$ cat src/rtl/dstream_frame_capture_if.sv
// Pixel dstream handshake bundle: data/valid flow downstream, ready flows back.
interface dstream #(
    parameter int W = 30
);
    logic [W-1:0] data;
    logic         valid;
    logic         ready;

    modport sink   (input data, input valid, output ready);
    modport source (output data, output valid, input ready);
endinterface

$ cat src/rtl/dstream_frame_capture.sv
// Frame capture sink: writes each accepted dstream pixel into a frame-buffer port,
// starting at a fixed offset so filter fill delay lands pixels centred.
module dstream_frame_capture #(
    parameter int W            = 30,
    parameter int OUT_BW       = 4,
    parameter int WIDTH        = 320,
    parameter int HEIGHT       = 240,
    parameter int FRAME_PIXELS = 76800,
    parameter int ADDR_OFFSET  = 642,
    parameter int AW           = $clog2(WIDTH*HEIGHT)
) (
    input  logic                clk,
    input  logic                reset,
    dstream.sink                x,
    input  logic                start,
    input  logic                continuous,
    input  logic                mem_stall,
    output logic                wr_en,
    output logic [AW-1:0]       wr_addr,
    output logic [3*OUT_BW-1:0] wr_data,
    output logic                busy,
    output logic                frame_done,
    output logic [AW:0]         pix_count
);
    localparam int C = W / 3;
    localparam logic [AW-1:0] START_ADDR = AW'(ADDR_OFFSET);
    localparam logic [AW-1:0] LAST_ADDR  = AW'(WIDTH*HEIGHT - 1);
    localparam logic [AW:0]   LAST_PIX   = (AW+1)'(FRAME_PIXELS - 1);

    typedef enum logic [1:0] {IDLE, CAPTURE, DONE} state_t;

    state_t        state, state_nxt;
    logic [AW-1:0] ptr;
    logic          hs, last, load;

    // ready never looks at valid, so the upstream chain sees no comb loop
    assign x.ready    = (state == CAPTURE) && !mem_stall;
    assign busy       = (state == CAPTURE);
    assign frame_done = (state == DONE);
    assign hs         = x.valid && x.ready;
    assign last       = hs && (pix_count == LAST_PIX);

    always_comb begin
        state_nxt = state;
        load      = 1'b0;
        unique case (state)
            IDLE: begin
                if (start) begin
                    state_nxt = CAPTURE;
                    load      = 1'b1;
                end
            end
            CAPTURE: begin
                if (last) state_nxt = DONE;
            end
            DONE: begin
                load      = continuous | start;
                state_nxt = (continuous | start) ? CAPTURE : IDLE;
            end
            default: state_nxt = IDLE;
        endcase
    end

    always_ff @(posedge clk) begin
        if (reset) begin
            state     <= IDLE;
            ptr       <= '0;
            pix_count <= '0;
            wr_en     <= 1'b0;
            wr_addr   <= '0;
            wr_data   <= '0;
        end else begin
            state <= state_nxt;
            wr_en <= hs;
            if (load) begin
                ptr       <= START_ADDR;
                pix_count <= '0;
            end else if (hs) begin
                ptr       <= (ptr == LAST_ADDR) ? '0 : ptr + AW'(1);
                pix_count <= pix_count + (AW+1)'(1);
            end
            // address/data hold when no pixel is accepted
            if (hs) begin
                wr_addr <= ptr;
                wr_data <= {x.data[W-1 -: OUT_BW], x.data[2*C-1 -: OUT_BW], x.data[C-1 -: OUT_BW]};
            end
        end
    end
endmodule
$ cat src/flat_wrapper.sv
// flat-port wrapper written by rule: the top's interface ports become plain ports
module dstream_frame_capture_flat 
#(
    parameter int W            = 30,
    parameter int OUT_BW       = 4,
    parameter int WIDTH        = 320,
    parameter int HEIGHT       = 240,
    parameter int FRAME_PIXELS = 76800,
    parameter int ADDR_OFFSET  = 642,
    parameter int AW           = $clog2(WIDTH*HEIGHT)
)
  (clk, reset, start, continuous, mem_stall, wr_en, wr_addr, wr_data, busy, frame_done, pix_count, x_data, x_valid, x_ready);
  dstream #(.W(W)) x_i ();
  input  logic clk;
  input  logic reset;
  input  logic start;
  input  logic continuous;
  input  logic mem_stall;
  output logic wr_en;
  output logic [AW-1:0] wr_addr;
  output logic [3*OUT_BW-1:0] wr_data;
  output logic busy;
  output logic frame_done;
  output logic [AW:0] pix_count;
  input wire logic [$bits(x_i.data)-1:0] x_data;
  input wire logic [$bits(x_i.valid)-1:0] x_valid;
  output wire logic [$bits(x_i.ready)-1:0] x_ready;
  assign x_i.data = x_data;
  assign x_i.valid = x_valid;
  assign x_ready = x_i.ready;
  dstream_frame_capture #(.W(W), .OUT_BW(OUT_BW), .WIDTH(WIDTH), .HEIGHT(HEIGHT), .FRAME_PIXELS(FRAME_PIXELS), .ADDR_OFFSET(ADDR_OFFSET), .AW(AW)) u_core (.clk(clk), .reset(reset), .x(x_i), .start(start), .continuous(continuous), .mem_stall(mem_stall), .wr_en(wr_en), .wr_addr(wr_addr), .wr_data(wr_data), .busy(busy), .frame_done(frame_done), .pix_count(pix_count));
endmodule
$ cat config.mk
export PLATFORM = sky130hd
export DESIGN_NAME = dstream_frame_capture_flat
export DESIGN_NICKNAME = d
export VERILOG_FILES = /design/src/rtl/dstream_frame_capture_if.sv /design/src/rtl/dstream_frame_capture.sv /design/src/flat_wrapper.sv
export SDC_FILE = /design/constraint.sdc
export NUM_CORES = 1
export LEC_CHECK = 0
export ABC_AREA = 0
export BUFFER_PORTS_ARGS = -buffer_cell sky130_fd_sc_hd__buf_2
export CORE_ASPECT_RATIO = 1.1
export CORE_UTILIZATION = 55
export DETAILED_ROUTE_END_ITERATION = 7
export GPL_ROUTABILITY_DRIVEN = 0
export PLACE_DENSITY = 0.85
export REMOVE_ABC_BUFFERS = 1
export SLEW_MARGIN = 20
export SYNTH_ARGS = -nofsm -noshare
export SYNTH_HDL_FRONTEND = slang
export SYNTH_SLANG_ARGS = --single-unit
$ cat constraint.sdc
create_clock -name clk -period 4.4 [get_ports clk]
set_input_delay 0.44 -clock clk [delete_from_list [all_inputs] [get_ports clk]]
set_output_delay 0.44 -clock clk [all_outputs]
set_load 0.03 [all_outputs]
== Word-level counts from Yosys, hierarchy flattened ==
Index checks and enable logic that the tools add are counted.
Word-level totals
  register bits after elaboration: 67
  bits in latches: 0
  memory bits (writable): 0
  bits in read-only memories: 0
  output and inout bits: 51
  word-level logic and storage cells: 33
  memories kept: 0
Cells by class
  add/sub/neg operators: 2
  $mul: 0
  div/mod/pow operators: 0
  $lt $le $gt $ge: 0
  equal/unequal tests: 6
  shifts and indexed selects: 0
  mux-type cells: 9
  bitwise operators: 1
  reduce and logical (&&, ||, !) cells: 8
Operators with widths (count)
  two-way mux 10 bit: 2
  adder 18 x 1 -> 18 bit, second input constant: 1
  equality test 18 x 17 -> 1 bit, second input constant: 1
  adder 17 x 1 -> 17 bit, second input constant: 1
  equality test 17 bit, second input constant: 1
  two-way mux 17 bit: 1
  case mux 2 bit (3 select lines): 1
  two-way mux 2 bit: 2
  logical AND 1 bit: 3
  equality test 2 x 1 -> 1 bit, second input constant: 1
  equality test 2 bit, second input constant: 1
  logical NOT 2 bit: 1
  two-way mux 1 bit: 2
  != test 2 x 1 -> 1 bit, second input constant: 1
  != test 2 bit, second input constant: 1
  case mux 1 bit (2 select lines): 1
  AND reduction 2 bit: 1
  nonzero test 2 bit: 1
  OR reduction 2 bit: 1
  logical NOT 1 bit: 1
  bitwise OR 1 bit: 1

== Depth between registers and ports, before layout ==
  depth in word-level cells: 6
  mapped depth: 6
  depth with buffers taken out: 5

== Worst setup path before layout ==
OpenSTA, ideal clock, no wires.
  kind: flip-flop to flip-flop
  start point: register u_core.pix_count[0]
  end point: register u_core.pix_count[16]
  library setup time: 0.071 ns
  arrival time: 1.948 ns
  path slack: 2.381 ns
  stages on the path, launching flop included: 7
  clock period less this slack: 2.019 ns
  path through: dfxtp_1 -> ha_1 -> nand2_1 -> or3_1 -> buf_2 -> or4_1 -> a21oi_1
Between the ends
  word-level cells in the longest chain between the ends: 1
Ends and longest elaborated chain
  start, declared: line dstream_frame_capture.sv:23  | output logic [AW:0] pix_count
  start signal, assigned: line dstream_frame_capture.sv:80  | pix_count <= pix_count + (AW+1)'(1);
  adder 18 x 1 -> 18 bit: line dstream_frame_capture.sv:80
No other way between the ends.
A chain may end at the register's enable or synchronous reset.

== Worst setup path in the final report ==
  start point: register u_core.state[1]
  end point: register u_core.pix_count[14]
Between the ends
  word-level cells in the longest chain between the ends: 3
  elaborated cells on any way between the ends: 7
Ends and longest elaborated chain
  start, declared: line dstream_frame_capture.sv:32  | state_t state, state_nxt;
  start signal, assigned: line dstream_frame_capture.sv:73  | state <= state_nxt;
  equality test 2 bit, or another cell as far along: line dstream_frame_capture.sv:46  | unique case (state)
  case mux 1 bit (2 select lines) / logical AND 1 bit (equally long branches): line dstream_frame_capture.sv:46, dstream_frame_capture.sv:37
  OR reduction 2 bit (no line) / logical AND 1 bit (equally long branches)
Parallel ways exist; a longest one is shown, timed or not.

==> reports/results.txt <==
status: complete, but fails checks
failing checks: design-rule violations
Core ar.: 0.005000 sq mm
layout cell share with drive strength beyond 1: 21.90%
antenna cells: 0
Setup CP Type: flip-flop to flip-flop
FF-to-FF setup slack: 1.89 ns
startpoint class of the critical path: flip-flop
Pwr Density: 364.9 mW/mm^2
met2 usage in global routing: 40.10%
via density per instance: 5.591
Total Routing Usage GR: 23.73%
period utilisation layout: 56.97%
Die H: 77.40 microns
EDFF count, synth: 0
vias in the first global route: 2295
synthesized area: 0.002843 sq mm
met3 track demand over resource: 6.104%
CTS Root Cell: clkbuf_8
Area Growth Syn to Fin: 20.47%
largest net degree at the start of global routing: 46
antenna violations before repair: 0
Layout Skew: 0.01146 ns
Post-DP HPWL: 3978 microns
Pleak: 1.317 nW
Syn. warnings: 0
cts bufs inserted: 9
Max Root-Sink Buffers: 2
ys flop type: dfxtp_1
DR iter-0 viols: 158
Hold Fails Final Rpt: 0
share of synthesized flip-flops with an asynchronous set or reset: 0%
final net count: 444
RR Endpoint: u_core.pix_count[14]
Synth Area per Inst: 8.216 sq um
worst hold path endpoint: u_core.wr_data[9]
Pwr Total: 1.249 mW
hold_sp: x_data[27]
routed len/inst: 12.99 microns
Rel. slew slack: 48.69%
fillcell total: 440
first-pass GRT wire length: 10230 microns
number of remaining DRC errors: 8
maxcap violations: 0
Worst-path clk slew: 0.08 ns
HP Class: primary input to flip-flop
via count: 2622
placed instance count: 453
Detail Route Antenna Nets: 0
io pins: 87
most used routing layer: met2
total gr overflow: 0
setup violators final: 0
row cnt: 27
min Tclk post-route: 2.506 ns
register area share after synthesis: 47.18%
Setup Buffers After CTS: 0
crit end category: flip-flop
Max Freq: 399.0 MHz
port bufs: 68
DRT Wirelength: 6094 microns
post-synthesis register bit count: 67
clk sinks: 67
Netlist cell types: 35
Initial DRT Pass Iterations: 6
worst-path maximum fanout: 41
crit path DAT: 2.75 ns
Initial Util: 56.86%
hold_buf cts: 0
post-route insts no fill: 469
met1 Resource Use GR: 27.98%
worst skew pair latency: 0.34 ns
hold path cells: 3
final core utilization: 68.49%
worst IR drop on VDD: 0.0002643 V
CTS H-tree lvls: 3
cell count after synthesis: 346
chip width: 70.55 microns
worst r2r path cells: 4
PostCTS Resize Cnt: 0
RSZ-0062 raised after global routing: false
Worst-Margin Slew: 0.7631 ns
worst r2r src: u_core.state[1]
CTS tree: built
die area: 0.005460 sq mm
Worst Path Required: 4.65 ns
Max Slew Vio Count: 0
-- layer usage --
metal / share of wire (%) / wire length [microns]
met1: 43 / 2649
met2: 51 / 3084
met3: 5.0 / 304
met4: 0.90 / 55
met5: 0 / 0
-- worst max-delay path, cell delays in order, from the launching register on --
cell       delay, ns
dfxtp_1         0.38
nand4bb_4       0.60
or3_1           0.69
or4_1           0.55
a21oi_1         0.19
-- final cells by class --
class / instances / area, sq um / area share, %
Multi-Input combinational cell: 253 / 1411 / 41.21
Sequential cell: 67 / 1341 / 39.17
Timing Repair Buffer: 70 / 355.3 / 10.38
Clock buffer: 10 / 137.6 / 4.019
Clock inverter: 6 / 87.58 / 2.558
Tap cell: 58 / 72.57 / 2.119
Inverter: 5 / 18.77 / 0.5480
-- synthesized netlist by cell type (2+ instances only) --
master,instances,area [sq um]
a21o_1,2,15.01
nand4_1,14,87.58
a31oi_1,2,12.51
xor2_1,8,70.07
nor4bb_1,2,20.02
dfxtp_1,67,1341
and2_1,5,31.28
xnor2_1,5,43.79
and4_1,5,43.79
nand2_1,76,285.3
nor4_1,3,18.77
o31ai_1,10,75.07
buf_2,6,30.03
and3_1,2,12.51
inv_1,5,18.77
nor2_1,16,60.06
buf_1,3,11.26
o21ai_0,9,45.04
a21oi_1,54,270.3
or4_1,9,67.56
ha_1,2,25.02
nand3_1,9,45.04
nor4b_1,2,17.52
or3_1,8,50.05
clkbuf_1,12,45.04
-- worst max path at each step --
stage	startpoint	to	slack, ns	depth (start not counted)
floorplan	mem_stall	u_core.ptr[14]	-0.67	4
global placement	mem_stall	u_core.pix_count[17]	1.72	5
detailed placement	mem_stall	u_core.pix_count[17]	1.67	5
CTS	u_core.state[1]	u_core.pix_count[17]	1.86	4
global route	u_core.state[1]	u_core.pix_count[14]	1.73	4
finish	u_core.state[1]	u_core.pix_count[14]	1.89	4
-- metrics by stage --
| stage | setup TNS [ns] | setup WS (ns) | area (sq um) | hold slack, ns |
|---|---|---|---|---|
| after floorplan | -2.991 | -0.6717 | 2756 | 0.4425 |
| after global placement | 0 | 1.715 | 3199 | 0.4386 |
| after detailed placement | 0 | 1.672 | 3199 | 0.4430 |
| after CTS | 0 | 1.862 | 3425 | 0.3151 |
| after global routing | 0 | 1.726 | 3425 | 0.3082 |
| final | 0 | 1.894 | 3425 | 0.3284 |
-- placed cells by master, fill, tap and decap left out, drive strengths merged, types with 2 or more instances in the layout --
cell type,Yosys,routed
nand2,76,76
buf,9,70
dfxtp,67,67
a21oi,54,54
nor2,16,16
nand4,14,14
o31ai,10,10
clkbuf,12,10
or4,10,10
nand3,9,9
o21ai,9,9
or3,8,8
xor2,8,8
inv,5,6
and4,5,5
and2,5,5
xnor2,5,5
nor4,3,3
clkinv,0,3
and3,2,2
nor4b,2,2
a21o,2,2
a31oi,2,2
ha,2,2
bufinv,0,2
nor4bb,2,2
-- power by group --
part | switching [mW] | internal (mW) | total (mW)
clock network | 0.231 | 0.335 | 0.566
registers | 0.00710 | 0.613 | 0.620
logic | 0.0427 | 0.0202 | 0.0629
-- kinds of logic after synthesis --
logic type      count (synthesis)  synth area share (%)
compound gates                 80                 15.62
xor+xnor                       13                 4.005
fa+ha+maj                       2                0.8801
buf+inv                        26                 3.697
flops                          67                 47.18
simple gates                  158                 28.61
-- sequential cells by signal, indices dropped and copies added, names as in the netlist --
register and count:
u_core.pix_count 18, u_core.ptr 17, u_core.state 2, u_core.wr_addr 17, u_core.wr_data 12, u_core.wr_en 1
No activity file was read; power rests on OpenSTA's default activity.
